<file path="src/rtl/fetch_stage.sv">
// Fetch stage with IF/ID register: in-order variable-latency instruction fetch through a DEPTH-entry queue.
// Optional feature: define FETCH_BYPASS_EN to load a returning word straight into IF/ID when the queue is empty.
module fetch_stage #(
  parameter int          DEPTH    = 2,
  parameter logic [31:0] RESET_PC = 32'h0,
  parameter logic [31:0] NOP      = 32'h0
) (
  input  logic        clk,
  input  logic        reset,
  input  logic        StallF,
  input  logic        StallD,
  input  logic        PCSrcD,
  input  logic [31:0] PCBranchD,
  output logic        imem_req,
  output logic [31:0] imem_addr,
  input  logic        imem_ready,
  input  logic        imem_rvalid,
  input  logic [31:0] imem_rdata,
  output logic [31:0] InstrD,
  output logic [31:0] PCPlus4D,
  output logic        ValidD
);

  localparam int            PW       = $clog2(DEPTH);
  localparam int            CW       = PW + 1;
  localparam logic [CW:0]   depthLim = (CW + 1)'(DEPTH);
  localparam logic [PW-1:0] ptrOne   = PW'(1);
  localparam logic [CW-1:0] cntOne   = CW'(1);
  localparam logic [CW-1:0] cntZero  = {CW{1'b0}};
  localparam logic [PW-1:0] ptrZero  = {PW{1'b0}};

  logic [31:0]   pcF;
  logic [CW-1:0] outstanding;
  logic [CW-1:0] dropCnt;
  logic [CW-1:0] count;
  logic [PW-1:0] qWr;
  logic [PW-1:0] qRd;
  logic [PW-1:0] tWr;
  logic [PW-1:0] tRd;
  logic [31:0]   qInstr [DEPTH];
  logic [31:0]   qPc    [DEPTH];
  logic [31:0]   tagMem [DEPTH];

  logic          accept;
  logic          dropWord;
  logic          rspTake;
  logic          pushQ;
  logic          popQ;
  logic          bypass;
  logic [CW:0]   inFlight;
  logic [CW-1:0] rvalidExt;
  logic [CW-1:0] acceptExt;

  assign imem_addr = pcF;

  // Issue, drop and queue-handshake decisions for the current cycle
  always_comb begin
    inFlight  = {1'b0, outstanding} + {1'b0, count};
    imem_req  = reset & ~StallF & ~PCSrcD & (inFlight < depthLim);
    accept    = imem_req & imem_ready;
    dropWord  = imem_rvalid & (dropCnt != cntZero);
    rspTake   = imem_rvalid & ~dropWord & ~PCSrcD;
    popQ      = ~PCSrcD & ~StallD & (count != cntZero);
`ifdef FETCH_BYPASS_EN
    bypass    = rspTake & ~StallD & (count == cntZero);
`else
    bypass    = 1'b0;
`endif
    pushQ     = rspTake & ~bypass;
    rvalidExt = imem_rvalid ? cntOne : cntZero;
    acceptExt = accept ? cntOne : cntZero;
  end

  // Fetch PC, outstanding-request count and stale-response drop count
  always_ff @(posedge clk or negedge reset) begin
    if (!reset) begin
      pcF         <= RESET_PC;
      outstanding <= cntZero;
      dropCnt     <= cntZero;
    end else begin
      if (PCSrcD) begin
        pcF <= PCBranchD;
      end else if (accept) begin
        pcF <= pcF + 32'd4;
      end
      outstanding <= outstanding + acceptExt - rvalidExt;
      // Everything still in flight at a redirect belongs to the old path
      if (PCSrcD) begin
        dropCnt <= outstanding - rvalidExt;
      end else if (dropWord) begin
        dropCnt <= dropCnt - cntOne;
      end
    end
  end

  // In-order tag FIFO holding PC+4 of every live outstanding request
  always_ff @(posedge clk or negedge reset) begin
    if (!reset) begin
      tWr <= ptrZero;
      tRd <= ptrZero;
      for (int i = 0; i < DEPTH; i++) tagMem[i] <= 32'h0;
    end else if (PCSrcD) begin
      tWr <= ptrZero;
      tRd <= ptrZero;
    end else begin
      if (accept) begin
        tagMem[tWr] <= pcF + 32'd4;
        tWr         <= tWr + ptrOne;
      end
      if (rspTake) begin
        tRd <= tRd + ptrOne;
      end
    end
  end

  // Fetch queue of returned {instruction, PC+4} pairs
  always_ff @(posedge clk or negedge reset) begin
    if (!reset) begin
      qWr   <= ptrZero;
      qRd   <= ptrZero;
      count <= cntZero;
      for (int i = 0; i < DEPTH; i++) begin
        qInstr[i] <= 32'h0;
        qPc[i]    <= 32'h0;
      end
    end else if (PCSrcD) begin
      qWr   <= ptrZero;
      qRd   <= ptrZero;
      count <= cntZero;
    end else begin
      if (pushQ) begin
        qInstr[qWr] <= imem_rdata;
        qPc[qWr]    <= tagMem[tRd];
        qWr         <= qWr + ptrOne;
      end
      if (popQ) begin
        qRd <= qRd + ptrOne;
      end
      case ({pushQ, popQ})
        2'b10:   count <= count + cntOne;
        2'b01:   count <= count - cntOne;
        default: count <= count;
      endcase
    end
  end

  // IF/ID pipeline register
  always_ff @(posedge clk or negedge reset) begin
    if (!reset) begin
      InstrD   <= NOP;
      PCPlus4D <= 32'h0;
      ValidD   <= 1'b0;
    end else if (PCSrcD) begin
      InstrD <= NOP;
      ValidD <= 1'b0;
    end else if (!StallD) begin
      if (popQ) begin
        InstrD   <= qInstr[qRd];
        PCPlus4D <= qPc[qRd];
        ValidD   <= 1'b1;
      end else if (bypass) begin
        InstrD   <= imem_rdata;
        PCPlus4D <= tagMem[tRd];
        ValidD   <= 1'b1;
      end else begin
        InstrD <= NOP;
        ValidD <= 1'b0;
      end
    end
  end

endmodule
</file>
<file path="config.mk">
export PLATFORM = sky130hd
export DESIGN_NAME = fetch_stage
export DESIGN_NICKNAME = d
export VERILOG_FILES = /design/src/rtl/fetch_stage.sv
export SDC_FILE = /design/constraint.sdc
export NUM_CORES = 1
export LEC_CHECK = 0
export ABC_CLOCK_PERIOD_IN_PS = 8650
export CORE_MARGIN = 8
export CORE_UTILIZATION = 35
export DETAILED_ROUTE_END_ITERATION = 10
export PLACE_DENSITY = 0.51
export SETUP_SLACK_MARGIN = 0.05
export SLEW_MARGIN = 20
export SYNTH_ARGS = -nofsm -noshare
export SYNTH_HDL_FRONTEND = slang
export SYNTH_SLANG_ARGS = --single-unit
</file>
<file path="constraint.sdc">
create_clock -name clk -period 8.65 [get_ports clk]
set_input_delay 0.865 -clock clk [delete_from_list [all_inputs] [get_ports clk]]
set_output_delay 0.865 -clock clk [all_outputs]
set_load 0.1 [all_outputs]
</file>
==> After elaboration in Yosys (flattened, before gate mapping) <==
Index checks and enable logic that the tools add are counted.
{ "totals": {"input_bits": 71, "out_inout_bits": 98, "ff_bits": 299, "wordCells": 106} }
{ "classes": {"n_addsub": 12, "eq_ne": 3, "order_cmp": 7, "mux": 38, "n_reduce_logical": 12, "bitwise": 17} }
{ "ops": {"columns": ["cell", "n"], "rows": [
  ["32-bit 2-to-1 mux", 16],
  ["64-bit bitwise mux", 3],
  ["32-bit demux with 1-bit select", 2],
  ["32-bit by 3-bit adder with 32-bit output (second input constant)", 1],
  ["1-bit 2-to-1 mux", 13],
  ["2-bit nonzero test", 6],
  ["1-bit bitwise AND", 9],
  ["2-bit >= comparator (second input constant)", 4],
  ["1-bit inverter with 2-bit output", 4],
  ["2-bit 2-to-1 mux", 3],
  ["1-bit adder (second input constant)", 4],
  ["2-bit by 1-bit < comparator with 1-bit output (second input constant)", 2],
  ["1-bit inverter", 4],
  ["2-bit one-hot mux with 2 select lines", 1],
  ["2-bit AND reduction", 2],
  ["2-bit by 1-bit subtractor with 2-bit output", 2],
  ["2-bit by 1-bit subtractor with 2-bit output (second input constant)", 2],
  ["2-bit by 2-bit adder with 3-bit output", 1],
  ["3-bit by 2-bit < comparator with 1-bit output (second input constant)", 1],
  ["3-bit AND reduction", 1],
  ["3-bit nonzero test", 1],
  ["2-bit by 1-bit adder with 2-bit output", 1],
  ["2-bit by 1-bit adder with 2-bit output (second input constant)", 1],
  ["2-bit by 1-bit == test with 1-bit output (second input constant)", 1],
  ["other kinds (3)", 4]
]} }

==> Depth between registers and ports, before layout <==
Gate-level depths: netlist of run 1.
{ "logic_depth": {"word_depth": 8, "ltp_mapped": 11, "mapped_depth_nobuf": 10} }

==> Worst setup path before layout of run 1 <==
No wires, ideal clock.
{ "synth_path": {"kind": "reg-to-output", "from": "register count[0]", "to": "output imem_req", "setup_slack_ns": 5.016, "path_buffers": 0, "t_required_ns": 7.785, "path_stages_with_launch": 5, "arrival_time_ns": 2.769, "cell_sequence": "dfrtp_1 > and2_1 > fa_1 > nor4b_2 > nor2b_1"} }
{ "synth_via": {"elab_chain_len": 3} }
{ "synth_lines": {"columns": ["element", "line", "rtl"], "rows": [
  ["start: declaration", "35", "logic [CW-1:0] count;"],
  ["start signal: assignment", "121", "count <= cntZero;"],
  ["start signal: assignment", "129", "count <= cntZero;"],
  ["start signal: assignment", "140", "2'b10: count <= count + cntOne;"],
  ["2-bit by 2-bit adder with 3-bit output", "58", "inFlight = {1'b0, outstanding} + {1'b0, count};"],
  ["3-bit by 2-bit < comparator with 1-bit output", "59", "imem_req = reset & ~StallF & ~PCSrcD & (inFlight < depthLim);"],
  ["1-bit bitwise AND", "59", null],
  ["end: declaration", "14", "output logic imem_req,"]
]} }
Every way passes these cells.

==> Worst setup path after layout of run 1 <==
Ends and elaborated chain as after synthesis.

==> results of run 1 <==
[final cells by class]
cell class | instances | share of cell area
clock buffers | 52 | 0.0651
clock inverters | 14 | 0.00689
inverters | 6 | 0.00139
multi-input cells | 799 | 0.317
flip-flops and latches | 299 | 0.463
well taps | 468 | 0.0362
repair buffers | 180 | 0.110
[final timing paths]
path,start,endpoint,cells after the start
hold reg to reg,qPc[17]$_DFFE_PN0P_,qPc[17]$_DFFE_PN0P_,2
setup / recovery,count[0]$_DFFE_PN0P_,imem_req,5
min in group clk,qPc[17]$_DFFE_PN0P_,qPc[17]$_DFFE_PN0P_,2
max in group asynchronous,reset,qRd$_DFFE_PN0P_,3
hold / removal,reset,InstrD[20]$_DFFE_PN0P_,1
setup reg to reg,count[0]$_DFFE_PN0P_,tagMem[29]$_DFFE_PN0P_,7
[layout by cell type, fill, tap and decap left out, types with 5 or more instances in the layout]
master / count
a21oi_1: 62
and3_1: 5
buf_4: 11
clkbuf_1: 8
clkbuf_16: 37
clkbuf_8: 7
clkdlybuf4s50_1: 166
clkinv_2: 8
dfrtp_1: 297
ha_1: 5
inv_1: 6
mux2_2: 77
mux2i_1: 98
nand2_1: 168
nand3_1: 14
nand4_1: 10
nor2_1: 82
nor3_1: 16
nor4_1: 9
o21ai_0: 149
xnor2_1: 48
xor2_1: 16
[power by group through the flow]
stage	clock, mW	sequential, mW	combinational [mW]
2_1_floorplan	0	2.75	0.675
3_3_place_gp	0	2.15	1.74
3_5_place_dp	0	2.17	1.76
4_1_cts	1.51	2.14	1.77
5_1_grt	1.57	2.21	1.89
6_report	1.46	2.14	1.75
[logic make-up (layout without fill, tap and decap cells)]
family / Yosys count / in the layout / synth area share
buffers and inverters: 85 / 252 / 0.0263
AND/OR/NAND/NOR: 335 / 335 / 0.116
adder cells (fa/ha/maj): 6 / 6 / 0.00640
flip-flops: 299 / 299 / 0.580
AO/OA/AOI/OAI: 219 / 219 / 0.0857
XOR/XNOR: 64 / 64 / 0.0434
multiplexers: 175 / 175 / 0.143
[metrics by stage]
stage	area [sq um]	setup slack (ns)	cells
after floorplan	12900	5.02	1183
after global placement	15000	4.64	1752
after detailed placement	15000	4.64	1752
after CTS	16200	4.38	1818
after global routing	16200	4.23	1818
final	16200	4.45	1818
[flip-flops by register name, indices dropped and copies added, names as in the netlist, 2 cells and up]
name / flops
qInstr: 64
qPc: 64
tagMem: 64
InstrD: 32
PCPlus4D: 32
imem_addr: 32
count: 2
dropCnt: 2
outstanding: 2
[layer usage]
| layer | up-vias | global-route usage | routed length, microns |
|---|---|---|---|
| li1 | 4337 | - | - |
| met1 | 4215 | 0.222 | 16500 |
| met2 | 178 | 0.208 | 13300 |
| met3 | 39 | 0.0304 | 1430 |
| met4 | 0 | 0.0338 | 493 |
| met5 | - | 0 | 0 |
[critical path, delay by kind of cell (launching register included)]
family                     cells  cell delay [ns]
DFF                            1             0.45
and+or+nand+nor                3             0.78
buffers and inverters          1             1.14
adders and majority gates      1             0.45
==> qor.yml, run 1 <==
outcome:
  status: "completed"
logic_synthesis:
  async_reset_ff_frac: 1.00
  synth_area_leader_cell: "dfrtp_1"
  synth_area_per_cell_sq_um: 10.9
  synth-seq-area-share: 0.580
  synth_ff_type: "dfrtp_1"
  synth_top_area_frac: 0.580
  synth_nets: 1260
  synth_edf_count: 0
  yosysUniqueCellTypes: 41
  synthTopCellsByArea: "dfrtp_1, mux2i_1, mux2_2, o21ai_0, nand2_1"
  yosysWarnings: 0
  synth_area_sq_um: 12900
  synthCells: 1183
  ys_ff_latch: 299
  synth_commonest_cells: "dfrtp_1, nand2_1, o21ai_0"
  yosysMostFrequentCell: "dfrtp_1"
cells_and_area:
  seq_area_sq_um: 7490
  syn2layout_area_growth_pct: 25.2
  fillers: 3555
  final_nets: 1399
  finish.utilization: 0.444
  layout-drive-gt1-share: 0.123
  antennaDiodeCount: 0
  multi_input_area_sq_um: 5120
power_and_ir_drop:
  vdd_drop_max_mv: 0.180
  power_frac_comb: 0.327
  clock_power_share: 0.274
  leakage_nw: 6.72
  p_int_mw: 3.33
  p_per_area_nw_per_um2: 331
  power.total_mw: 5.34
  p_sw_mw: 2.02
  pwr-share-seq: 0.400
  switching_share: 0.377
sta:
  post-route-period-util: 0.485
  fmax_ghz: 0.238
  report.final.hold_viol_count: 0
  whs_ns: 0.295
  relSlewSlack: 0.284
  setup_viol: 0
  worstMarginPinSlew_ns: 1.07
  finalSetupTns_ns: 0
  period_needed_ns: 4.20
  fin_worst_skew_ns: 0.0177
  rsz0062_at_grt: "false"
  slew_viol_final: 0
detailed_routing:
  wirelength_mm: 31.8
  detailedRoute.firstPassIterationCount: 5
  vias_per_cell: 4.82
  drc: 0
  post_drt_wl_per_cell_microns: 17.5
  vias: 8769
  drt_iter0_markers: 458
  antenna_left: 0
clock_tree:
  cts_max_path_buffers: 3
  tritoncts: "built"
  clk_latency_ns: 0.51
  ctsResizeCount: 0
  cts_buffers: 36
  clkSinkCount: 299
  cts_max_level: 2
  path_clk_slew_ns: 0.06
  cts_root_buf: "clkbuf_16"
  cts_setup_buffers: 0
  hold_buffers: 0
job:
  cap_violations: 0
floorplan:
  initial_utilization: 0.354
  ioPinCount: 169
  coreArea_sq_um: 36400
  rows: 70
  die_area_sq_um: 43300
  die_y_microns: 208
  die_w_microns: 208
critical_path:
  r2r_setup_slack_ns: 5.24
  critPathSlowestCell: "clkdlybuf4s50_1"
  worstPathMaxFanout: 6
  worstPathRequired_ns: 7.79
  slowest_delay_ns: 1.14
  crit_type: "register to output pin"
  path_cells: "and2_1 > fa_1 > nor4b_2 > nor2b_1 > clkdlybuf4s50_1"
  crit_path_end_kind: "output pin"
  worstSetupStartpointType: "register"
  worstPathArrival_ns: 3.33
global_route:
  grt_pass1_vias: 8861
  grt_pass1_wl_mm: 51.7
  grt_max_degree: 157
  track_usage: 0.146
  globalRouteOverflowTotal: 0
  grt_antenna_before_repair: 0
placed_design:
  portBuffers: 168
  hpwl_mm: 20.9
  place_congestion: 0.808
worst_hold_path:
  min-delay-path-class: "primary input to async pin"
(Power assumes the default switching activity.)
==> inputs of run 2 (changes only) <==
ABC_CLOCK_PERIOD_IN_PS = 3600   (was 8650)
PLACE_DENSITY = 0.53   (was 0.51)
clock period = 3.6 ns   (was 8.65 ns; I/O delays follow)
==> qor.yml, run 2 (synthesis gave the netlist of run 1 again) <==
outcome:
  status: "completed"
cells_and_area:
  multi_input_area_sq_um: 5120  # unchanged
  final_nets: 1402  # +0.21%
  final_common_cell: "dfrtp_1"
  layout-drive-gt1-share: 0.121  # -0.00213
  reg.largest.list: "qInstr (64), qPc (64), tagMem (64)"
  post-route-cell-area_sq_um: 16300  # +0.63%
  instances_no_fill: 1817  # -0.055%
  syn2layout_area_growth_pct: 26.0
  fillers: 3464  # -2.6%
  seq_area_sq_um: 7490  # unchanged
  antennaDiodeCount: 0  # unchanged
  final_cell_mix: "dfrtp_1, nand2_1, clkdlybuf4s50_1"
  finish.utilization: 0.446  # +0.00282
clock_tree:
  cts_root_buf: "clkbuf_16"
  path_clk_slew_ns: 0.06  # about the same
  hold_buffers: 1  # +1
  cts_setup_buffers: 0  # unchanged
  clk_latency_ns: 0.52  # about the same
  tritoncts: "built"
  cts_max_level: 2  # unchanged
  cts_buffers: 35  # -2.8%
  ctsResizeCount: 0  # unchanged
  cts_max_path_buffers: 3  # unchanged
  clkSinkCount: 299  # unchanged
power_and_ir_drop:
  p_sw_mw: 4.81  # +140%
  power.total_mw: 12.9  # +140%
  vdd_drop_max_mv: 0.428  # +140%
  clock_power_share: 0.274  # about the same
  pwr-share-seq: 0.402  # +0.002
  p_per_area_nw_per_um2: 792  # +140%
  leakage_nw: 6.76  # +0.55%
  switching_share: 0.373  # -0.00432
  p_int_mw: 8.08  # +140%
  power_frac_comb: 0.324  # -0.003
floorplan:
  die_y_microns: 208  # unchanged
  rows: 70  # unchanged
  coreArea_sq_um: 36400  # unchanged
  initial_utilization: 0.354  # unchanged
  die_w_microns: 208  # unchanged
  ioPinCount: 169  # unchanged
  die_area_sq_um: 43300  # unchanged
sta:
  finalSetupTns_ns: 0  # unchanged
  layout_setup_ws_ns: 0.659  # -3.79 ns
  relSlewSlack: 0.278  # -0.00516
  setup_viol: 0  # unchanged
  period_needed_ns: 2.94
  rsz0062_at_grt: "false"
  slew_viol_final: 0  # unchanged
  fin_worst_skew_ns: 0.0264  # +0.00870 ns
  worstMarginPinSlew_ns: 1.08  # +0.00771 ns
  whs_ns: 0.347  # +0.0522 ns
  report.final.hold_viol_count: 0  # unchanged
  fmax_ghz: 0.340
  post-route-period-util: 0.817
global_route:
  grt_antenna_before_repair: 0  # unchanged
  met1_usage: 0.217  # -0.00578
  track_usage: 0.145  # -0.000724
  grt_pass1_wl_mm: 51.8  # about the same
  grt_max_degree: 122  # -22%
  grt_pass1_vias: 9075  # +2.4%
  grtUsageMet3: 0.0292  # -0.00120
  globalRouteOverflowTotal: 0  # unchanged
  grt_use_met2: 0.213  # +0.00523
  grt-busiest-layer: "met1"
worst_hold_path:
  min-delay-path-class: "primary input to register"
  whs_endpoint: "tRd$_DFFE_PN0P_"
  worstHoldStart: "PCSrcD"
  hold_depth: 2
placed_design:
  dp_slack_ns: 0.696  # -3.95 ns
  dp.cells: 1755  # +0.17%
  place_congestion: 0.837  # +3.5%
  hpwl_mm: 21.0  # +0.31%
  placed_cell_area_sq_um: 15100  # +0.63%
  portBuffers: 168  # unchanged
critical_path:
  crit_type: "register to output pin"
  rr_endpoint: "tagMem[32]$_DFFE_PN0P_"
  r2r-start: "count[0]$_DFFE_PN0P_"
  r2r_setup_slack_ns: 0.69  # -4.55 ns
  rr_worst_depth: 7  # unchanged
  worstSetupStartpointType: "register"
  worstPathMaxFanout: 6  # unchanged
  worstPathRequired_ns: 3.24  # -4.55 ns
  worstPathArrival_ns: 2.58  # -0.75 ns
  crit_path_end_kind: "output pin"
detailed_routing:
  antenna_left: 0  # unchanged
  post_drt_wl_per_cell_microns: 17.3  # -1.3%
  drt_iter0_markers: 379  # -17%
  detailedRoute.firstPassIterationCount: 4  # -1
  vias_per_cell: 4.84  # +0.33%
  drc: 0  # unchanged
  vias: 8793  # +0.27%
  wirelength_mm: 31.4  # -1.4%
job:
  cap_violations: 0  # unchanged
## run 2: worst max path at each step
| stage | startpoint | endpoint | slack (ns) | depth (start not counted) |
|---|---|---|---|---|
| 3_5_place_dp | count[0]$_DFFE_PN0P_ | tagMem[43]$_DFFE_PN0P_ | 0.70 | 7 |
| 4_1_cts | count[0]$_DFFE_PN0P_ | imem_req | 0.62 | 5 |
| 6_report | count[0]$_DFFE_PN0P_ | imem_req | 0.66 | 5 |
| 2_1_floorplan | count[0]$_DFFE_PN0P_ | imem_req | 0.47 | 4 |
| 3_3_place_gp | count[0]$_DFFE_PN0P_ | tagMem[43]$_DFFE_PN0P_ | 0.73 | 7 |
| 5_1_grt | count[0]$_DFFE_PN0P_ | tagMem[33]$_DFFE_PN0P_ | 0.40 | 7 |
## run 2: power by group through the flow
| stage | clock network (mW) | registers, mW | logic (mW) |
|---|---|---|---|
| final | 3.53 | 5.18 | 4.17 |
| after global routing | 3.78 | 5.36 | 4.53 |
| after CTS | 3.64 | 5.20 | 4.23 |
| after detailed placement | 0 | 5.26 | 4.21 |
| after global placement | 0 | 5.21 | 4.16 |
| after floorplan | 0 | 6.60 | 1.62 |
## run 2: area by class of cell
class | count | share of cell area
tap | 468 | 0.0360
sequential | 299 | 0.460
timing repair buffer | 184 | 0.116
multi-input combinational | 799 | 0.315
clock buffer | 53 | 0.0629
inverter | 6 | 0.00138
clock inverter | 8 | 0.00846
## run 2: per-layer routing
layer / share of wire / vias up / wire, microns
met1: 0.51 / 4232 / 16000
met5: 0 / - / 0
met4: 0.017 / 0 / 533
met3: 0.047 / 33 / 1480
li1: - / 4339 / -
met2: 0.42 / 189 / 13300
## run 2: critical path: stages, from the launching register on
cell and delay, ns:
dfrtp_1 0.45, and2_1 0.20, fa_1 0.45, nor4b_2 0.45, nor2b_1 0.32, buf_12 0.22
==> inputs of run 3 (changes only) <==
ABC_CLOCK_PERIOD_IN_PS = 2400   (was 3600)
clock period = 2.4 ns   (was 3.6 ns; I/O delays follow)
==> qor.yml, run 3 (synthesis gave the netlist of run 1 again) <==
cells_and_area:
  seq_area_sq_um: 7540  # +0.70%
  final_cell_mix: "dfrtp_1, nand2_1, buf_4"
  multi_input_area_sq_um: 5850  # +14%
  reg.largest.list: "qInstr (64), qPc (64), tagMem (64)"
  layout-drive-gt1-share: 0.336  # +0.215
  finish.utilization: 0.488  # +0.0420
  post-route-cell-area_sq_um: 17800  # +9.4%
  antennaDiodeCount: 0  # unchanged
  final_nets: 1469  # +4.8%
  syn2layout_area_growth_pct: 37.8
  fillers: 3330  # -3.9%
  final_common_cell: "dfrtp_1"
global_route:
  grt_antenna_before_repair: 0  # unchanged
  grt_pass1_vias: 9381  # +3.4%
  grt_pass1_wl_mm: 54.6  # +5.5%
  track_usage: 0.155  # +0.00987
  grt_max_degree: 128  # +4.9%
  globalRouteOverflowTotal: 0  # unchanged
floorplan:
  die_y_microns: 208  # unchanged
  initial_utilization: 0.354  # unchanged
  ioPinCount: 169  # unchanged
  rows: 70  # unchanged
  die_w_microns: 208  # unchanged
  die_area_sq_um: 43300  # unchanged
  coreArea_sq_um: 36400  # unchanged
detailed_routing:
  post_drt_wl_per_cell_microns: 18.3  # +6.1%
  vias_per_cell: 4.88  # +0.90%
  wirelength_mm: 34.5  # +10%
  detailedRoute.firstPassIterationCount: 4  # unchanged
  vias: 9204  # +4.7%
  antenna_left: 0  # unchanged
  drt_iter0_markers: 413  # +9.0%
  drc: 0  # unchanged
power_and_ir_drop:
  leakage_nw: 7.72  # +14%
  clock_power_share: 0.263  # -0.011
  p_sw_mw: 7.61  # +58%
  vdd_drop_max_mv: 0.538  # +26%
  p_per_area_nw_per_um2: 1120  # +41%
  pwr-share-seq: 0.396  # -0.006
  p_int_mw: 12.3  # +52%
  power_frac_comb: 0.342  # +0.018
  switching_share: 0.383  # +0.00949
clock_tree:
  path_clk_slew_ns: 0.06  # about the same
  cts_max_path_buffers: 3  # unchanged
  clk_latency_ns: 0.52  # about the same
  tritoncts: "built"
  cts_buffers: 35  # unchanged
  cts_max_level: 2  # unchanged
  cts_root_buf: "clkbuf_16"
  clkSinkCount: 299  # unchanged
critical_path:
  slowest_delay_ns: 0.48  # +0.03 ns
  worstPathArrival_ns: 2.94  # +0.36 ns
  path_buf_inv: 2  # +1
  path_depth: 9  # +4
  critPathLaunch: "outstanding[0]$_DFF_PN0_"
  rr_worst_depth: 9  # +2
  path_cells: "and2_4 > fa_1 > nor4b_4 > buf_4 > nand2_4 > buf_8 > or4_4 > xnor2_1 > mux2_4"
  critPathCapture: "imem_addr[29]$_DFFE_PN0P_"
  worstPathRequired_ns: 2.80  # -0.44 ns
  rr_endpoint: "imem_addr[29]$_DFFE_PN0P_"
  r2r-start: "outstanding[0]$_DFF_PN0_"
  worstPathMaxFanout: 4  # -2
  r2r_setup_slack_ns: -0.15  # -0.84 ns
  critical_path.top_delay_family: "simple AND/OR/NAND/NOR gates"
  crit_path_end_kind: "register"
  worstSetupStartpointType: "register"
  critPathSlowestCell: "fa_1"
  crit_type: "register to register"
placed_design:
  portBuffers: 168  # unchanged
  placed_cell_area_sq_um: 15400  # +1.9%
  hpwl_mm: 22.4  # +6.6%
  place_congestion: 0.853  # +2.0%
sta:
  worstMarginPinSlew_ns: 0.722  # -0.357 ns
  post-route-period-util: 1.06
  fmax_ghz: 0.393
  relSlewSlack: 0.519  # +0.241
  fin_worst_skew_ns: 0.0108  # -0.0156 ns
  period_needed_ns: 2.55
  layout_setup_ws_ns: -0.145  # -0.805 ns
  report.final.hold_viol_count: 0  # unchanged
  rsz0062_at_grt: "true"
  slew_viol_final: 0  # unchanged
  setup_viol: 54  # +54
worst_hold_path:
  min-delay-path-class: "primary input to register"
  hold_depth: 2  # unchanged
job:
  cap_violations: 0  # unchanged
outcome:
  status: "finished with violations"
  failed_checks: "setup timing"
-- run 3: changes by cell type in the layout (fill, tap and decap cells not counted), sizes merged --
cell and delta:
bufinv -1, clkinvlp +2, inv +1, clkdlybuf4s50 -97
clkbuf -1, buf +160, clkinv +4
-- run 3: worst min-delay path by stage --
stage,startpoint,endpoint,slack (ns)
floorplan,reset,InstrD[0]$_DFFE_PN0P_,-0.06
global placement,reset,InstrD[15]$_DFFE_PN0P_,0.45
detailed placement,reset,InstrD[15]$_DFFE_PN0P_,0.45
CTS,PCSrcD,tRd$_DFFE_PN0P_,0.12
global route,PCSrcD,qWr$_DFFE_PN0P_,0.14
finish,PCSrcD,tRd$_DFFE_PN0P_,0.12
-- run 3: per-stage QoR --
stage	power (mW)	setup WS (ns)	hold slack (ns)	cells	TNS [ns]
2_1_floorplan	12.4	-0.130	-0.0556	1183	-0.328
3_3_place_gp	14.1	-0.114	0.448	1794	-0.884
3_5_place_dp	14.2	-0.143	0.449	1794	-2.51
4_1_cts	19.8	-0.222	0.118	1877	-8.70
5_1_grt	21.0	-0.243	0.141	1885	-10.72
6_report	19.9	-0.145	0.124	1885	-3.96
-- run 3: what timing repair did --
action | in CTS | in global routing
resized for setup | 116 | 134
endpoints found under the hold margin | 124 | 0
setup endpoints to repair | 76 | 97
pin swaps | 41 | 27
buffers inserted | 11 | 11
hold buffers | 1 | 0
cloned | 9 | 5
-- run 3: cell type report --
| class | instances | share of cell area |
|---|---|---|
| Clock inverter | 14 | 0.00808 |
| Tap cell | 468 | 0.0329 |
| Sequential cell | 299 | 0.424 |
| Clock buffer | 48 | 0.0554 |
| Timing Repair Buffer | 251 | 0.150 |
| Inverter | 6 | 0.00127 |
| Multi-Input combinational cell | 799 | 0.329 |
-- run 3: routing by layer --
layer / wire length [microns] / GRT usage / up-vias
met5: 0 / 0 / -
met4: 659 / 0.0414 / 0
met3: 1590 / 0.0338 / 46
met2: 15200 / 0.231 / 188
met1: 17100 / 0.225 / 4488
li1: - / - / 4482
-- run 3: power groups by stage --
stage          clock (mW)  sequential [mW]  combinational [mW]
2_1_floorplan           0             9.92                2.47
3_3_place_gp            0             7.80                6.31
3_5_place_dp            0             7.85                6.39
4_1_cts              5.41             7.79                6.62
5_1_grt              5.62             8.12                7.30
6_report             5.22             7.87                6.79
